**src/rtl/apb_pkg.sv**
```systemverilog
// Shared types and default widths for the APB master arbiter.
package apb_pkg;

    localparam int unsigned APB_ADDR_WIDTH = 32;
    localparam int unsigned APB_DATA_WIDTH = 32;

    typedef enum logic [1:0] {
        IDLE   = 2'd0,
        SETUP  = 2'd1,
        ACCESS = 2'd2
    } apb_state_e;

    // Bit width able to hold 0..n-1, never less than one bit.
    function automatic int unsigned clog2_min1(input int unsigned n);
        return (n < 2) ? 1 : $clog2(n);
    endfunction

endpackage

```
**src/rtl/apb_rr_arbiter.sv**
```systemverilog
// Combinational round-robin picker: first valid request after i_last_grant, wrapping.
module apb_rr_arbiter #(
    parameter int unsigned NUM_REQ = 4
) (
    input  logic [NUM_REQ-1:0]         i_req,
    input  logic [$clog2(NUM_REQ)-1:0] i_last_grant,
    output logic [NUM_REQ-1:0]         o_grant,
    output logic [$clog2(NUM_REQ)-1:0] o_grant_idx,
    output logic                       o_any_valid
);

    localparam int unsigned IDX_W = $clog2(NUM_REQ);

    logic [IDX_W-1:0] w_cand;

    always_comb begin
        o_grant     = '0;
        o_grant_idx = '0;
        o_any_valid = 1'b0;
        w_cand      = '0;
        for (int unsigned k = 1; k <= NUM_REQ; k++) begin
            w_cand = IDX_W'((32'(i_last_grant) + k) % NUM_REQ);
            if (!o_any_valid && i_req[w_cand]) begin
                o_any_valid     = 1'b1;
                o_grant_idx     = w_cand;
                o_grant[w_cand] = 1'b1;
            end
        end
    end

endmodule

```
**src/rtl/apb_master_arbiter.sv**
```systemverilog
// APB master shared by NUM_REQ requesters: round-robin grant, SETUP/ACCESS sequencing,
// bounded PREADY wait, registered one-cycle response back to the granted requester.
module apb_master_arbiter
    import apb_pkg::*;
#(
    parameter int unsigned NUM_REQ    = 4,
    parameter int unsigned ADDR_WIDTH = APB_ADDR_WIDTH,
    parameter int unsigned DATA_WIDTH = APB_DATA_WIDTH,
    parameter int unsigned TIMEOUT    = 16
) (
    input  logic                          PCLK,
    input  logic                          PRESET,
    input  logic [NUM_REQ-1:0]            req_valid,
    input  logic [NUM_REQ-1:0]            req_write,
    input  logic [NUM_REQ*ADDR_WIDTH-1:0] req_addr,
    input  logic [NUM_REQ*DATA_WIDTH-1:0] req_wdata,
    output logic [NUM_REQ-1:0]            req_ready,
    output logic [NUM_REQ-1:0]            rsp_valid,
    output logic [DATA_WIDTH-1:0]         rsp_rdata,
    output logic                          rsp_err,
    output logic                          PSEL,
    output logic                          PENABLE,
    output logic                          PWRITE,
    output logic [ADDR_WIDTH-1:0]         PADDR,
    output logic [DATA_WIDTH-1:0]         PWDATA,
    input  logic [DATA_WIDTH-1:0]         PRDATA,
    input  logic                          PREADY,
    input  logic                          PSLVERR
);

    localparam int unsigned IDX_W = $clog2(NUM_REQ);
    localparam int unsigned CNT_W = clog2_min1(TIMEOUT + 1);

    apb_state_e             r_state;
    apb_state_e             w_state_nxt;
    logic [IDX_W-1:0]       r_last_grant;
    logic [CNT_W-1:0]       r_wait_cnt;
    logic                   r_psel;
    logic                   r_penable;
    logic                   r_pwrite;
    logic [ADDR_WIDTH-1:0]  r_paddr;
    logic [DATA_WIDTH-1:0]  r_pwdata;
    logic [NUM_REQ-1:0]     r_rsp_valid;
    logic [DATA_WIDTH-1:0]  r_rsp_rdata;
    logic                   r_rsp_err;

    logic [NUM_REQ-1:0]     w_grant;
    logic [IDX_W-1:0]       w_grant_idx;
    logic                   w_any_valid;
    logic                   w_timeout;
    logic                   w_finish;
    logic [ADDR_WIDTH-1:0]  w_addr_arr  [NUM_REQ];
    logic [DATA_WIDTH-1:0]  w_wdata_arr [NUM_REQ];

    apb_rr_arbiter #(
        .NUM_REQ (NUM_REQ)
    ) u_rr_arbiter (
        .i_req        (req_valid),
        .i_last_grant (r_last_grant),
        .o_grant      (w_grant),
        .o_grant_idx  (w_grant_idx),
        .o_any_valid  (w_any_valid)
    );

    for (genvar gi = 0; gi < NUM_REQ; gi++) begin : g_unpack
        assign w_addr_arr[gi]  = req_addr[gi*ADDR_WIDTH +: ADDR_WIDTH];
        assign w_wdata_arr[gi] = req_wdata[gi*DATA_WIDTH +: DATA_WIDTH];
    end

    always_ff @(posedge PCLK) begin
        if (PRESET) begin
            r_state <= IDLE;
        end else begin
            r_state <= w_state_nxt;
        end
    end

    // Next state, accept pulse and ACCESS termination conditions.
    always_comb begin
        w_state_nxt = r_state;
        req_ready   = '0;
        w_timeout   = 1'b0;
        w_finish    = 1'b0;
        case (r_state)
            IDLE: begin
                if (w_any_valid && !PRESET) begin
                    req_ready   = w_grant;
                    w_state_nxt = SETUP;
                end
            end
            SETUP: begin
                w_state_nxt = ACCESS;
            end
            ACCESS: begin
                w_timeout = !PREADY && (TIMEOUT != 0) &&
                            ((32'(r_wait_cnt) + 32'd1) == TIMEOUT);
                w_finish  = PREADY || w_timeout;
                if (w_finish) begin
                    w_state_nxt = IDLE;
                end
            end
            default: begin
                w_state_nxt = IDLE;
            end
        endcase
    end

    // Bus drive, capture, wait counting and response registers.
    always_ff @(posedge PCLK) begin
        if (PRESET) begin
            r_last_grant <= IDX_W'(NUM_REQ - 1);
            r_wait_cnt   <= '0;
            r_psel       <= 1'b0;
            r_penable    <= 1'b0;
            r_pwrite     <= 1'b0;
            r_paddr      <= '0;
            r_pwdata     <= '0;
            r_rsp_valid  <= '0;
            r_rsp_rdata  <= '0;
            r_rsp_err    <= 1'b0;
        end else begin
            r_rsp_valid <= '0;
            r_rsp_rdata <= '0;
            r_rsp_err   <= 1'b0;
            case (r_state)
                IDLE: begin
                    if (w_any_valid) begin
                        r_last_grant <= w_grant_idx;
                        r_wait_cnt   <= '0;
                        r_psel       <= 1'b1;
                        r_penable    <= 1'b0;
                        r_pwrite     <= req_write[w_grant_idx];
                        r_paddr      <= w_addr_arr[w_grant_idx];
                        r_pwdata     <= req_write[w_grant_idx] ? w_wdata_arr[w_grant_idx] : '0;
                    end
                end
                SETUP: begin
                    r_penable <= 1'b1;
                end
                ACCESS: begin
                    if (w_finish) begin
                        r_psel      <= 1'b0;
                        r_penable   <= 1'b0;
                        r_pwrite    <= 1'b0;
                        r_paddr     <= '0;
                        r_pwdata    <= '0;
                        r_rsp_valid <= NUM_REQ'(1) << r_last_grant;
                        r_rsp_rdata <= (PREADY && !r_pwrite) ? PRDATA : '0;
                        r_rsp_err   <= PREADY ? PSLVERR : 1'b1;
                    end else begin
                        r_wait_cnt <= r_wait_cnt + CNT_W'(1);
                    end
                end
                default: begin
                    r_psel    <= 1'b0;
                    r_penable <= 1'b0;
                end
            endcase
        end
    end

    assign PSEL      = r_psel;
    assign PENABLE   = r_penable;
    assign PWRITE    = r_pwrite;
    assign PADDR     = r_paddr;
    assign PWDATA    = r_pwdata;
    assign rsp_valid = r_rsp_valid;
    assign rsp_rdata = r_rsp_rdata;
    assign rsp_err   = r_rsp_err;

endmodule

```
**config.mk**
```make
export PLATFORM = sky130hd
export DESIGN_NAME = apb_master_arbiter
export DESIGN_NICKNAME = d
export VERILOG_FILES = /design/src/rtl/apb_pkg.sv /design/src/rtl/apb_rr_arbiter.sv /design/src/rtl/apb_master_arbiter.sv
export SDC_FILE = /design/constraint.sdc
export NUM_CORES = 1
export LEC_CHECK = 0
export ABC_AREA = 1
export ABC_CLOCK_PERIOD_IN_PS = 2500
export BUFFER_PORTS_ARGS = -buffer_cell sky130_fd_sc_hd__buf_2
export CORE_AREA = 4 4 155 157
export CTS_CLUSTER_DIAMETER = 60
export DETAILED_ROUTE_END_ITERATION = 8
export DIE_AREA = 0 0 159 161
export PLACE_DENSITY = 0.65
export SETUP_SLACK_MARGIN = 0.1
export SYNTH_ARGS = -nofsm -noshare
export SYNTH_HDL_FRONTEND = slang
export SYNTH_SLANG_ARGS = --single-unit
```
**constraint.sdc**
```tcl
create_clock -name PCLK -period 2.5 [get_ports PCLK]
set_clock_uncertainty 0.05 [all_clocks]
set_input_delay 0.25 -clock PCLK [delete_from_list [all_inputs] [get_ports PCLK]]
set_output_delay 0.25 -clock PCLK [all_outputs]
set_load 0.02 [all_outputs]
```
==> out/metrics.yaml, run 1 <==
sta:
  rsz0062_at_grt: "yes"
  fmax_ghz: 0.4150
  tns_ns: 0
  post-route-period-util_pct: 96.39
  setup_viol: 0
  tightest_slew_ns: 0.4186
  hold_viol: 0
  drv_slew: 0
  relSlewSlack_pct: 72.09
  fin_crit_ns: 2.410
placement:
  place_congestion: 0.8900
  place_area_um2: 9507
  dp_hpwl_mm: 20.68
  portBuffers: 407
cells_and_area:
  seqCellArea_um2: 2267
  nFillCells: 2322
  synthToLayoutAreaGrowth_pct: 51.11
  multi_input_area_um2: 3676
  drive_above_1_share_pct: 32.80
  final_nets: 1909
  fin_area_um2: 10620
cts:
  cts_tree: "done"
  root_buffer: "clkbuf_16"
  insertion_delay_ns: 0.41
  numCtsBuffers: 17
  clock_path_buffers: 2
  h-tree-depth: 4
  clk_pin_slew_ns: 0.07
  clock-sinks: 113
detailed_routing:
  firstDrtPassIters: 6
  wl_per_cell_um: 15.30
  routed_wirelength_mm: 29.05
  avgViaCountPerCell: 4.744
  route.detailed.drc: 0
  ant_nets: 0
  via_count: 9009
  first_iter_violations: 979
synth:
  synthSimpleGateAreaFrac_pct: 46.04
  synth.yosys.seq_area_share_pct: 32.18
  synth.top_cell.area_share_pct: 32.18
  synth_adder_area_share_pct: 1.602
  ys_top_cells_by_area: "dfxtp_1, nand2_1, nand3_1"
  ys_ff_latch: 113
  synth_compound_area_share_pct: 3.292
  ys_warn_count: 0
  ys_types: 28
  synth_ff_type: "dfxtp_1"
  syn_area_per_cell_um2: 5.988
  synth_xor_area_share_pct: 0.2492
  synthMuxAreaShare_pct: 0
  synth_top_family_by_area: "simple AND/OR/NAND/NOR gates"
  synth_edf_count: 0
  synth_common_cells: "nand2_1, nand3_1, inv_1"
  yosysMostFrequentCell: "nand2_1"
  synthCells: 1174
  yosysTopAreaCell: "dfxtp_1"
  synth_fp_nets: 1483
  syn_area_um2: 7030
  synthArstFlopShare_pct: 0
floorplanning:
  core_um2: 22500
  start_util_pct: 31.24
  placementRows: 55
  num_io_pins: 408
  die_w_um: 159
  dieArea_um2: 25600
  die-height_um: 161
grt:
  grt_pass1_wl_mm: 44.78
  grt_max_degree: 59
  grt_pass1_vias: 8748
  grt_use_total_pct: 21.08
  grt_overflow_total: 0
  antenna_found_initial: 0
critical_path:
  crit_type: "flip-flop to output port"
  worstPathRequired_ns: 2.20
  setup.worst_path.start_class: "flip-flop"
  crit-reg2reg-launch: "r_last_grant[0]"
  startpoint: "r_last_grant[0]"
  critical_path.endpoint_type: "output port"
  path_max_fanout: 5
  crit_arrival_ns: 2.11
power:
  p_seq_share_pct: 14.2
  switchingPower_mw: 8.388
  intPower_mw: 7.991
  power_frac_comb_pct: 72.1
  ir_drop_mv: 0.9068
  total_leakage_power_nw: 6.379
  power_density_nw_per_um2: 1542
  p_sw_share_pct: 51.21
  pwr-share-clk_pct: 13.7
status:
  status: "finished, final reports clean"
worst_hold_path:
  holdCritPathClass: "primary input to flip-flop"
  min_from: "PRDATA[22]"
run:
  cap_violations: 0
## path summary, 6_finish.rpt
kind / slack (ns) / depth (start not counted) / to
max: 0.09 / 11 / req_ready[0]
min: 0.02 / 3 / rsp_rdata[22]
max reg2reg: 0.21 / 16 / PADDR[20]
min reg2reg: 0.40 / 2 / PADDR[31]
## flip-flops by register name (all words and copies together) (netlist names)
register      flops
r_last_grant      2
PWRITE            1
PWDATA           32
PENABLE           1
r_wait_cnt        5
rsp_valid         4
PSEL              1
rsp_rdata        32
rsp_err           1
r_state           2
PADDR            32
## metrics by stage
| step | util, % | power, mW | cells | setup slack, ns | hold slack [ns] |
|---|---|---|---|---|---|
| floorplan | - | 9.792 | 1174 | 0.1301 | 0.3102 |
| global placement | 42.25 | 12.88 | 1823 | 0.003817 | 0.3821 |
| detailed placement | 42.25 | 12.93 | 1823 | -0.02043 | 0.3860 |
| CTS | 46.27 | 15.49 | 1887 | 0.08631 | 0.002901 |
| global route | 47.20 | 17.89 | 1898 | -0.01355 | 0.01443 |
| finish | 47.21 | 16.38 | 1899 | 0.09031 | 0.02230 |
## layout by cell type (no fill, tap or decap), types with 3 or more instances in the layout
master and n:
ha_1 8, clkinv_2 4, nor2_1 46, o22ai_1 4
buf_2 403, nand4_1 67, clkinvlp_4 3, dlygate4sd3_1 25
clkinv_4 4, a21oi_1 16, buf_6 6, clkbuf_16 21
inv_1 194, buf_4 27, dfxtp_1 111, o21ai_0 13
inv_2 5, o21ai_1 4, buf_12 16, inv_6 5
nand2_1 393, nand2_4 5, nand2_2 11, nand3_1 199
## power groups by stage
stage | logic, mW | registers (mW) | clock network, mW
after detailed placement | 10.6 | 2.35 | 0
after floorplan | 7.11 | 2.68 | 0
final | 11.8 | 2.32 | 2.24
after global placement | 10.5 | 2.34 | 0
after global routing | 13.1 | 2.36 | 2.39
after CTS | 10.9 | 2.32 | 2.30
## critical path: stages (launching register included)
cell and delay, ns:
dfxtp_4 0.38, inv_6 0.04, ha_4 0.30, inv_4 0.05, nand2_4 0.06, nand2_4 0.08
nor2_8 0.11, nand4_1 0.22, o21ai_1 0.21, nand2_1 0.07, inv_1 0.07, buf_6 0.11
## per-layer routing
layer | GRT usage [%] | share of wire [%]
met1 | 25.03 | 40
met2 | 36.55 | 49
met5 | 0 | 0
met3 | 6.124 | 9.1
met4 | 7.258 | 2.3
## repair_timing
| item | CTS | global route |
|---|---|---|
| setup endpoints to repair | 65 | 60 |
| buffers inserted | 7 | 6 |
| hold buffers | 25 | 0 |
| cloned | 0 | 5 |
| pin swaps | 11 | 10 |
| hold endpoints to repair | 25 | 0 |
| gates resized for setup | 23 | 15 |
## final cells by class
cell class	instances	area share (%)
Antenna cell	1	0.02355
Clock buffer	17	4.004
Clock inverter	15	1.060
Inverter	202	7.231
Multi-Input combinational cell	782	34.60
Sequential cell	113	21.34
Tap cell	285	3.357
Timing Repair Buffer	484	28.38
## cell families (layout without fill, tap and decap cells)
logic type / Yosys count / count (layout)
and+or+nand+nor: 729 / 729
xor gates and xnor gates: 2 / 2
other: 0 / 1
AOI/OAI and AO/OA: 42 / 42
DFF: 113 / 113
buffers and inverters: 279 / 718
adders and majority gates: 9 / 9
No activity file was read; power rests on OpenSTA's default activity.
==> run 2, diff against run 1 <==
--- a/config.mk
+++ b/config.mk
@@ -5,14 +5,14 @@
 export SDC_FILE = /design/constraint.sdc
 export NUM_CORES = 1
 export LEC_CHECK = 0
-export ABC_AREA = 1
+export ABC_AREA = 0
 export ABC_CLOCK_PERIOD_IN_PS = 2500
 export BUFFER_PORTS_ARGS = -buffer_cell sky130_fd_sc_hd__buf_2
-export CORE_AREA = 4 4 155 157
+export CORE_AREA = 4 4 158 160
 export CTS_CLUSTER_DIAMETER = 60
 export DETAILED_ROUTE_END_ITERATION = 8
-export DIE_AREA = 0 0 159 161
-export PLACE_DENSITY = 0.65
+export DIE_AREA = 0 0 162 164
+export PLACE_DENSITY = 0.66
 export SETUP_SLACK_MARGIN = 0.1
 export SYNTH_ARGS = -nofsm -noshare
 export SYNTH_HDL_FRONTEND = slang
==> out/metrics.yaml, run 2 <==
cts:
  clock-sinks: 113  # unchanged
  numCtsBuffers: 17  # unchanged
  clk_pin_slew_ns: 0.06  # was 0.07 ns
  clock_path_buffers: 2  # unchanged
  h-tree-depth: 4  # unchanged
  cts_tree: "done"  # unchanged
  root_buffer: "clkbuf_16"  # unchanged
  insertion_delay_ns: 0.41  # about the same
status:
  violations: "negative setup slack"
  status: "complete, but fails checks"  # was finished, final reports clean
critical_path:
  crit-reg2reg-launch: "r_last_grant[0]"  # unchanged
  cp_slowest_stage_delay_ns: 0.38  # about the same
  setup.worst_path.start_class: "flip-flop"  # unchanged
  r2r-end: "PADDR[30]"  # was PADDR[20]
  crit_path_end: "req_ready[2]"  # was req_ready[0]
  slowest_stage: "dfxtp_4"  # unchanged
  critical_path.endpoint_type: "output port"  # unchanged
  crit_type: "flip-flop to output port"  # unchanged
  crit_arrival_ns: 2.59  # was 2.11 ns
  crit_top_cell: "buf_4"  # was nand2_4
  rrSetupSlack_ns: -0.31  # was 0.21 ns
  worstPathRequired_ns: 2.20  # about the same
  startpoint: "r_last_grant[0]"  # unchanged
  reg2reg_depth: 12  # was 16
  crit_chain: "clkinv_4 > ha_4 > mux4_2 > buf_6 > nor3_4 > buf_4 > and2_4 > nand2_2 > a21oi_2 > buf_4"  # was inv_6 > ha_4 > inv_4 > nand2_4 > nand2_4 > nor2_8 > nand4_1 > o21ai_1 > nand2_1 > inv_1 > buf_6
  path_max_fanout: 5  # unchanged
cells_and_area:
  drive_above_1_share_pct: 53.10  # was 32.80%
  seqCellArea_um2: 2267  # unchanged
  layout.cells.non_filler: 1711  # was 1,899
  synthToLayoutAreaGrowth_pct: 71.05  # was 51.11%
  final_cell_mix: "buf_2, dfxtp_1, buf_4"  # was buf_2, nand2_1, nand3_1
  nFillCells: 2096  # was 2,322
  final_common_cell: "buf_2"  # unchanged
  multi_input_area_um2: 5373  # was 3676 um2
  final_nets: 1682  # was 1,909
synth:
  synthArstFlopShare_pct: 0  # unchanged
  ys_ff_latch: 113  # unchanged
  ys_top_cells_by_area: "dfxtp_1, mux2i_1, a221oi_1"  # was dfxtp_1, nand2_1, nand3_1
  synth.top_cell.area_share_pct: 30.00  # was 32.18%
  synth.yosys.seq_area_share_pct: 30.00  # was 32.18%
  syn_area_per_cell_um2: 8.810  # was 5.988 um2
  synth_ff_type: "dfxtp_1"  # unchanged
  yosysMostFrequentCell: "dfxtp_1"  # was nand2_1
  synth_edf_count: 0  # unchanged
  ys_types: 50  # was 28
  ys_warn_count: 0  # unchanged
  synth_fp_nets: 1165  # was 1,483
  syn_area_um2: 7541  # was 7030 um2
  synth_common_cells: "dfxtp_1, mux2i_1, nor3_1"  # was nand2_1, nand3_1, inv_1
  synthCells: 856  # was 1,174
  yosysTopAreaCell: "dfxtp_1"  # unchanged
power:
  p_sw_share_pct: 45.22  # was 51.21%
  switchingPower_mw: 8.888  # was 8.388 mW
  power_density_nw_per_um2: 1524  # was 1542 nW/um2
  pwr-share-clk_pct: 12.8  # was 13.7%
  power_frac_comb_pct: 74.1  # was 72.1%
  power_mw: 19.65  # was 16.38 mW
  total_leakage_power_nw: 5.810  # was 6.379 nW
  p_seq_share_pct: 13.2  # was 14.2%
  intPower_mw: 10.77  # was 7.991 mW
  ir_drop_mv: 0.6597  # was 0.9068 mV
detailed_routing:
  route.detailed.drc: 0  # unchanged
  via_count: 9537  # was 9,009
  avgViaCountPerCell: 5.574  # was 4.744
  firstDrtPassIters: 5  # was 6
  routed_wirelength_mm: 34.22  # was 29.05 mm
  ant_nets: 0  # unchanged
  wl_per_cell_um: 20.00  # was 15.30 um
  first_iter_violations: 627  # was 979
sta:
  worst_slack_ns: -0.3902  # was 0.09031 ns
  setup_viol: 72  # was 0
  tightest_slew_ns: 0.9197  # was 0.4186 ns
  fin_crit_ns: 2.890  # was 2.410 ns
  drv_slew: 0  # unchanged
  rsz0062_at_grt: "yes"  # unchanged
  post-route-period-util_pct: 115.6  # was 96.39%
  hold_viol: 0  # unchanged
  relSlewSlack_pct: 38.68  # was 72.09%
  fmax_ghz: 0.3460  # was 0.4150 GHz
placement:
  pre_cts_ws_ns: -0.2298  # was -0.02043 ns
  portBuffers: 407  # unchanged
  dp_hpwl_mm: 23.13  # was 20.68 mm
  place_congestion: 0.8295  # was 0.8900
  placed_cells: 1584  # was 1,823
floorplanning:
  dieArea_um2: 26570  # was 25,600 um2
  core_um2: 23400  # was 22,500 um2
  die_w_um: 162  # was 159 um
  placementRows: 56  # was 55
  start_util_pct: 32.22  # was 31.24%
  die-height_um: 164  # was 161 um
  num_io_pins: 408  # unchanged
worst_hold_path:
  holdCritPathClass: "primary input to flip-flop"  # unchanged
  hold_depth: 3  # unchanged
  min_from: "PSLVERR"  # was PRDATA[22]
grt:
  antenna_found_initial: 4  # was 0
  grt_use_total_pct: 24.34  # was 21.08%
  grt_pass1_vias: 9380  # was 8,748
  grt_overflow_total: 0  # unchanged
  grt_max_degree: 68  # was 59
  grt_pass1_wl_mm: 51.34  # was 44.78 mm
run:
  cap_violations: 0  # unchanged
==> run 2: repair_timing <==
action / 4_1_cts / 5_1_grt
resized for setup: 109 / 45
cloned: 11 / 2
hold buffers: 33 / 0
setup endpoints to repair: 73 / 75
pin swaps: 51 / 13
endpoints found under the hold margin: 33 / 0
setup buffers: 37 / 6
==> run 2: layout make-up <==
class,count,share of cell area [%]
diodes,6,0.1164
repair buffers,599,32.76
well taps,319,3.094
clock buffers,17,3.298
clock inverters,15,1.261
multi-input cells,637,41.65
flip-flops and latches,113,17.58
inverters,5,0.2425
==> run 2: how the worst min path moves through the flow <==
stage | to | slack (ns)
6_report | rsp_err | 0.04
5_1_grt | rsp_err | 0.05
4_1_cts | rsp_err | 0.02
3_5_place_dp | PADDR[11] | 0.39
3_3_place_gp | PADDR[11] | 0.38
2_1_floorplan | rsp_err | 0.29
==> run 2: power groups by stage <==
| stage | sequential (mW) | clock (mW) | combinational [mW] |
|---|---|---|---|
| 4_1_cts | 2.58 | 2.57 | 13.9 |
| 5_1_grt | 2.64 | 2.65 | 15.5 |
| 6_report | 2.59 | 2.51 | 14.6 |
| 2_1_floorplan | 3.09 | 0 | 6.68 |
| 3_3_place_gp | 2.62 | 0 | 11.0 |
| 3_5_place_dp | 2.61 | 0 | 11.2 |
==> run 2: worst max-delay path, delay by kind of cell, from the launching register on <==
family	cells	cell delay, ns
buffers and inverters	4	0.53
AND/OR/NAND/NOR	3	0.42
adder cells (fa/ha/maj)	1	0.30
AO/OA/AOI/OAI	1	0.18
flip-flops	1	0.38
multiplexers	1	0.36
==> run 2: routing by layer <==
layer / vias up / share of wire [%] / GRT usage, %
met5: - / 0 / 0
met4: 0 / 2.7 / 8.343
met3: 63 / 7.6 / 5.395
met2: 461 / 50 / 42.56
met1: 4556 / 40 / 29.61
li1: 4457 / - / -
==> run 2: kinds of logic after synthesis <==
logic type | share of synthesized area, %
DFF | 30.00
buffers and inverters | 6.239
and+or+nand+nor | 15.88
AOI/OAI and AO/OA | 31.71
muxes | 14.68
adders and majority gates | 1.493
==> run 2: metrics by stage <==
stage,hold slack (ns),utilization [%],setup TNS (ns),cell area (um2)
finish,0.03753,55.12,-18.75,12900
global route,0.04924,55.10,-24.70,12890
CTS,0.02046,53.75,-17.66,12580
detailed placement,0.3855,45.67,-11.94,10690
global placement,0.3840,45.67,-9.286,10690
floorplan,0.2918,-,-43.62,7790
==> run 3, diff against run 2 <==
--- a/config.mk
+++ b/config.mk
@@ -6,14 +6,15 @@
 export NUM_CORES = 1
 export LEC_CHECK = 0
 export ABC_AREA = 0
-export ABC_CLOCK_PERIOD_IN_PS = 2500
+export ABC_CLOCK_PERIOD_IN_PS = 3700
 export BUFFER_PORTS_ARGS = -buffer_cell sky130_fd_sc_hd__buf_2
 export CORE_AREA = 4 4 158 160
 export CTS_CLUSTER_DIAMETER = 60
 export DETAILED_ROUTE_END_ITERATION = 8
 export DIE_AREA = 0 0 162 164
-export PLACE_DENSITY = 0.66
+export PLACE_DENSITY = 0.64
 export SETUP_SLACK_MARGIN = 0.1
+export SKIP_LAST_GASP = 1
 export SYNTH_ARGS = -nofsm -noshare
 export SYNTH_HDL_FRONTEND = slang
 export SYNTH_SLANG_ARGS = --single-unit
==> constraint.sdc (replaced) <==
create_clock -name PCLK -period 3.7 [get_ports PCLK]
set_clock_uncertainty 0.05 [all_clocks]
set_input_delay 0.37 -clock PCLK [delete_from_list [all_inputs] [get_ports PCLK]]
set_output_delay 0.37 -clock PCLK [all_outputs]
set_load 0.02 [all_outputs]
==> out/metrics.yaml, run 3 (same netlist as run 2, synthesis figures left out) <==
detailed_routing:
  via_count: 8858  # was 9,537
  routed_wirelength_mm: 31.16  # was 34.22 mm
  avgViaCountPerCell: 5.704  # was 5.574
  wl_per_cell_um: 20.06  # was 20.00 um
  ant_nets: 0  # unchanged
  firstDrtPassIters: 6  # was 5
  first_iter_violations: 740  # was 627
  route.detailed.drc: 0  # unchanged
floorplanning:
  die_w_um: 162  # unchanged
  start_util_pct: 32.22  # unchanged
  die-height_um: 164  # unchanged
  placementRows: 56  # unchanged
  dieArea_um2: 26570  # unchanged
  num_io_pins: 408  # unchanged
  core_um2: 23400  # unchanged
grt:
  grt_pass1_wl_mm: 46.51  # was 51.34 mm
  grt_overflow_total: 0  # unchanged
  grt_max_degree: 101  # was 68
  antenna_found_initial: 7  # was 4
  grt_pass1_vias: 8398  # was 9,380
  grt_use_total_pct: 21.79  # was 24.34%
sta:
  worst_slack_ns: 0.3206  # was -0.3902 ns
  drv_slew: 0  # unchanged
  fin_crit_ns: 3.379
  tightest_slew_ns: 1.076  # was 0.9197 ns
  fmax_ghz: 0.2959
  rsz0062_at_grt: "no"  # was yes
  setup_viol: 0  # was 72
  tns_ns: 0  # was -18.75 ns
  relSlewSlack_pct: 28.27  # was 38.68%
  post-route-period-util_pct: 91.33
  hold_viol: 0  # unchanged
placement:
  portBuffers: 407  # unchanged
  place_congestion: 0.8590  # was 0.8295
  placed_cells: 1515  # was 1,584
  pre_cts_ws_ns: 0.5433  # was -0.2298 ns
  dp_hpwl_mm: 22.74  # was 23.13 mm
worst_hold_path:
  hold_depth: 2  # was 3
  min_from: "PRDATA[2]"  # was PSLVERR
  holdPathEnd: "rsp_rdata[2]"  # was rsp_err
  holdCritPathClass: "primary input to flip-flop"  # unchanged
cts:
  clk_pin_slew_ns: 0.06  # about the same
  cts_setup_buffers: 0  # was 37
  clock-sinks: 113  # unchanged
  root_buffer: "clkbuf_16"  # unchanged
  post_cts_resized: 0  # was 109
  clock_path_buffers: 2  # unchanged
  insertion_delay_ns: 0.41  # about the same
  numCtsBuffers: 17  # unchanged
  cts_tree: "done"  # unchanged
  cts-hold-fix-buffers: 0  # was 33
  h-tree-depth: 4  # unchanged
cells_and_area:
  final_cell_mix: "buf_2, dfxtp_1, mux2i_1"  # was buf_2, dfxtp_1, buf_4
  final_nets: 1524  # was 1,682
  final_common_cell: "buf_2"  # unchanged
  layout.cells.non_filler: 1553  # was 1,711
  drive_above_1_share_pct: 42.83  # was 53.10%
  synthToLayoutAreaGrowth_pct: 39.55  # was 71.05%
  nFillCells: 2354  # was 2,096
power:
  power_mw: 9.825  # was 19.65 mW
  power_density_nw_per_um2: 933.6  # was 1524 nW/um2
  ir_drop_mv: 0.5591  # was 0.6597 mV
  total_leakage_power_nw: 4.765  # was 5.810 nW
critical_path:
  crit-reg2reg-launch: "r_last_grant[1]"  # was r_last_grant[0]
  rrSetupSlack_ns: 0.61  # was -0.31 ns
  critical_path.endpoint_type: "output port"  # unchanged
  r2r-end: "PADDR[18]"  # was PADDR[30]
  setup.worst_path.start_class: "flip-flop"  # unchanged
  path_max_fanout: 11  # was 5
  worstPathRequired_ns: 3.28  # was 2.20 ns
  startpoint: "r_last_grant[1]"  # was r_last_grant[0]
  reg2reg_depth: 10  # was 12
  crit_arrival_ns: 2.96  # was 2.59 ns
  crit_type: "flip-flop to output port"  # unchanged
run:
  cap_violations: 0  # unchanged
status:
  status: "finished, final reports clean"  # was complete, but fails checks
==> run 3: cell types whose count changed in the layout (fill, tap and decap cells not counted), sizes merged, moves of 2 or more <==
| cell | previous run | this run |
|---|---|---|
| buf | 564 | 441 |
| dlygate4sd3 | 33 | 0 |
| inv | 14 | 11 |
| clkinv | 3 | 5 |
==> run 3: final cells by class <==
cell class                 count  area, um2  share of cell area [%]
multi-input combinational    637       4885                   46.42
timing repair buffer         441       2380                   22.61
sequential                   113       2266                   21.53
clock buffer                  18      439.2                   4.173
tap                          319      399.1                   3.793
clock inverter                14      120.1                   1.141
inverter                       5      20.02                  0.1902
antenna                        6      15.01                  0.1427
==> run 3: per-layer routing <==
| layer | vias up | GRT usage (%) | share of wire (%) |
|---|---|---|---|
| met4 | 6 | 7.036 | 2.2 |
| met3 | 55 | 5.471 | 7.9 |
| met2 | 439 | 36.87 | 49 |
| met1 | 4227 | 27.29 | 41 |
| met5 | - | 0 | 0.11 |
| li1 | 4131 | - | - |
==> run 3: stage by stage <==
stage               utilization, %  instance area, um2  hold slack (ns)
finish                       44.97               10520           0.1009
global route                 44.95               10520          0.08070
CTS                          44.83               10490          0.07721
detailed placement           42.44                9932           0.3922
global placement             42.44                9932           0.3890
floorplan                        -                7552           0.4015
==> run 3: power by group <==
| part | internal [mW] | total, mW | switching (mW) | leakage [nW] |
|---|---|---|---|---|
| clock | 0.896 | 1.57 | 0.677 | 0.269 |
| combinational | 2.47 | 6.51 | 4.03 | 3.57 |
| sequential | 1.55 | 1.74 | 0.191 | 0.924 |
| total | 4.92 | 9.82 | 4.90 | 4.76 |
==> run 3: worst max-delay path, stage by stage (launching register included) <==
cell     delay, ns
dfxtp_1       0.32
inv_1         0.12
ha_2          0.45
mux2i_2       0.30
mux2i_1       0.10
buf_4         0.21
nor3_4        0.25
and2_1        0.24
nand2_1       0.07
a21oi_1       0.25
buf_2         0.23
==> run 3: worst max-delay path by stage <==
stage,slack [ns],endpoint,depth (start not counted)
2_1_floorplan,0.12,r_last_grant[1],15
3_3_place_gp,0.64,PADDR[18],10
3_5_place_dp,0.54,PADDR[18],10
4_1_cts,0.23,req_ready[1],10
5_1_grt,0.13,req_ready[3],10
6_report,0.32,req_ready[1],10
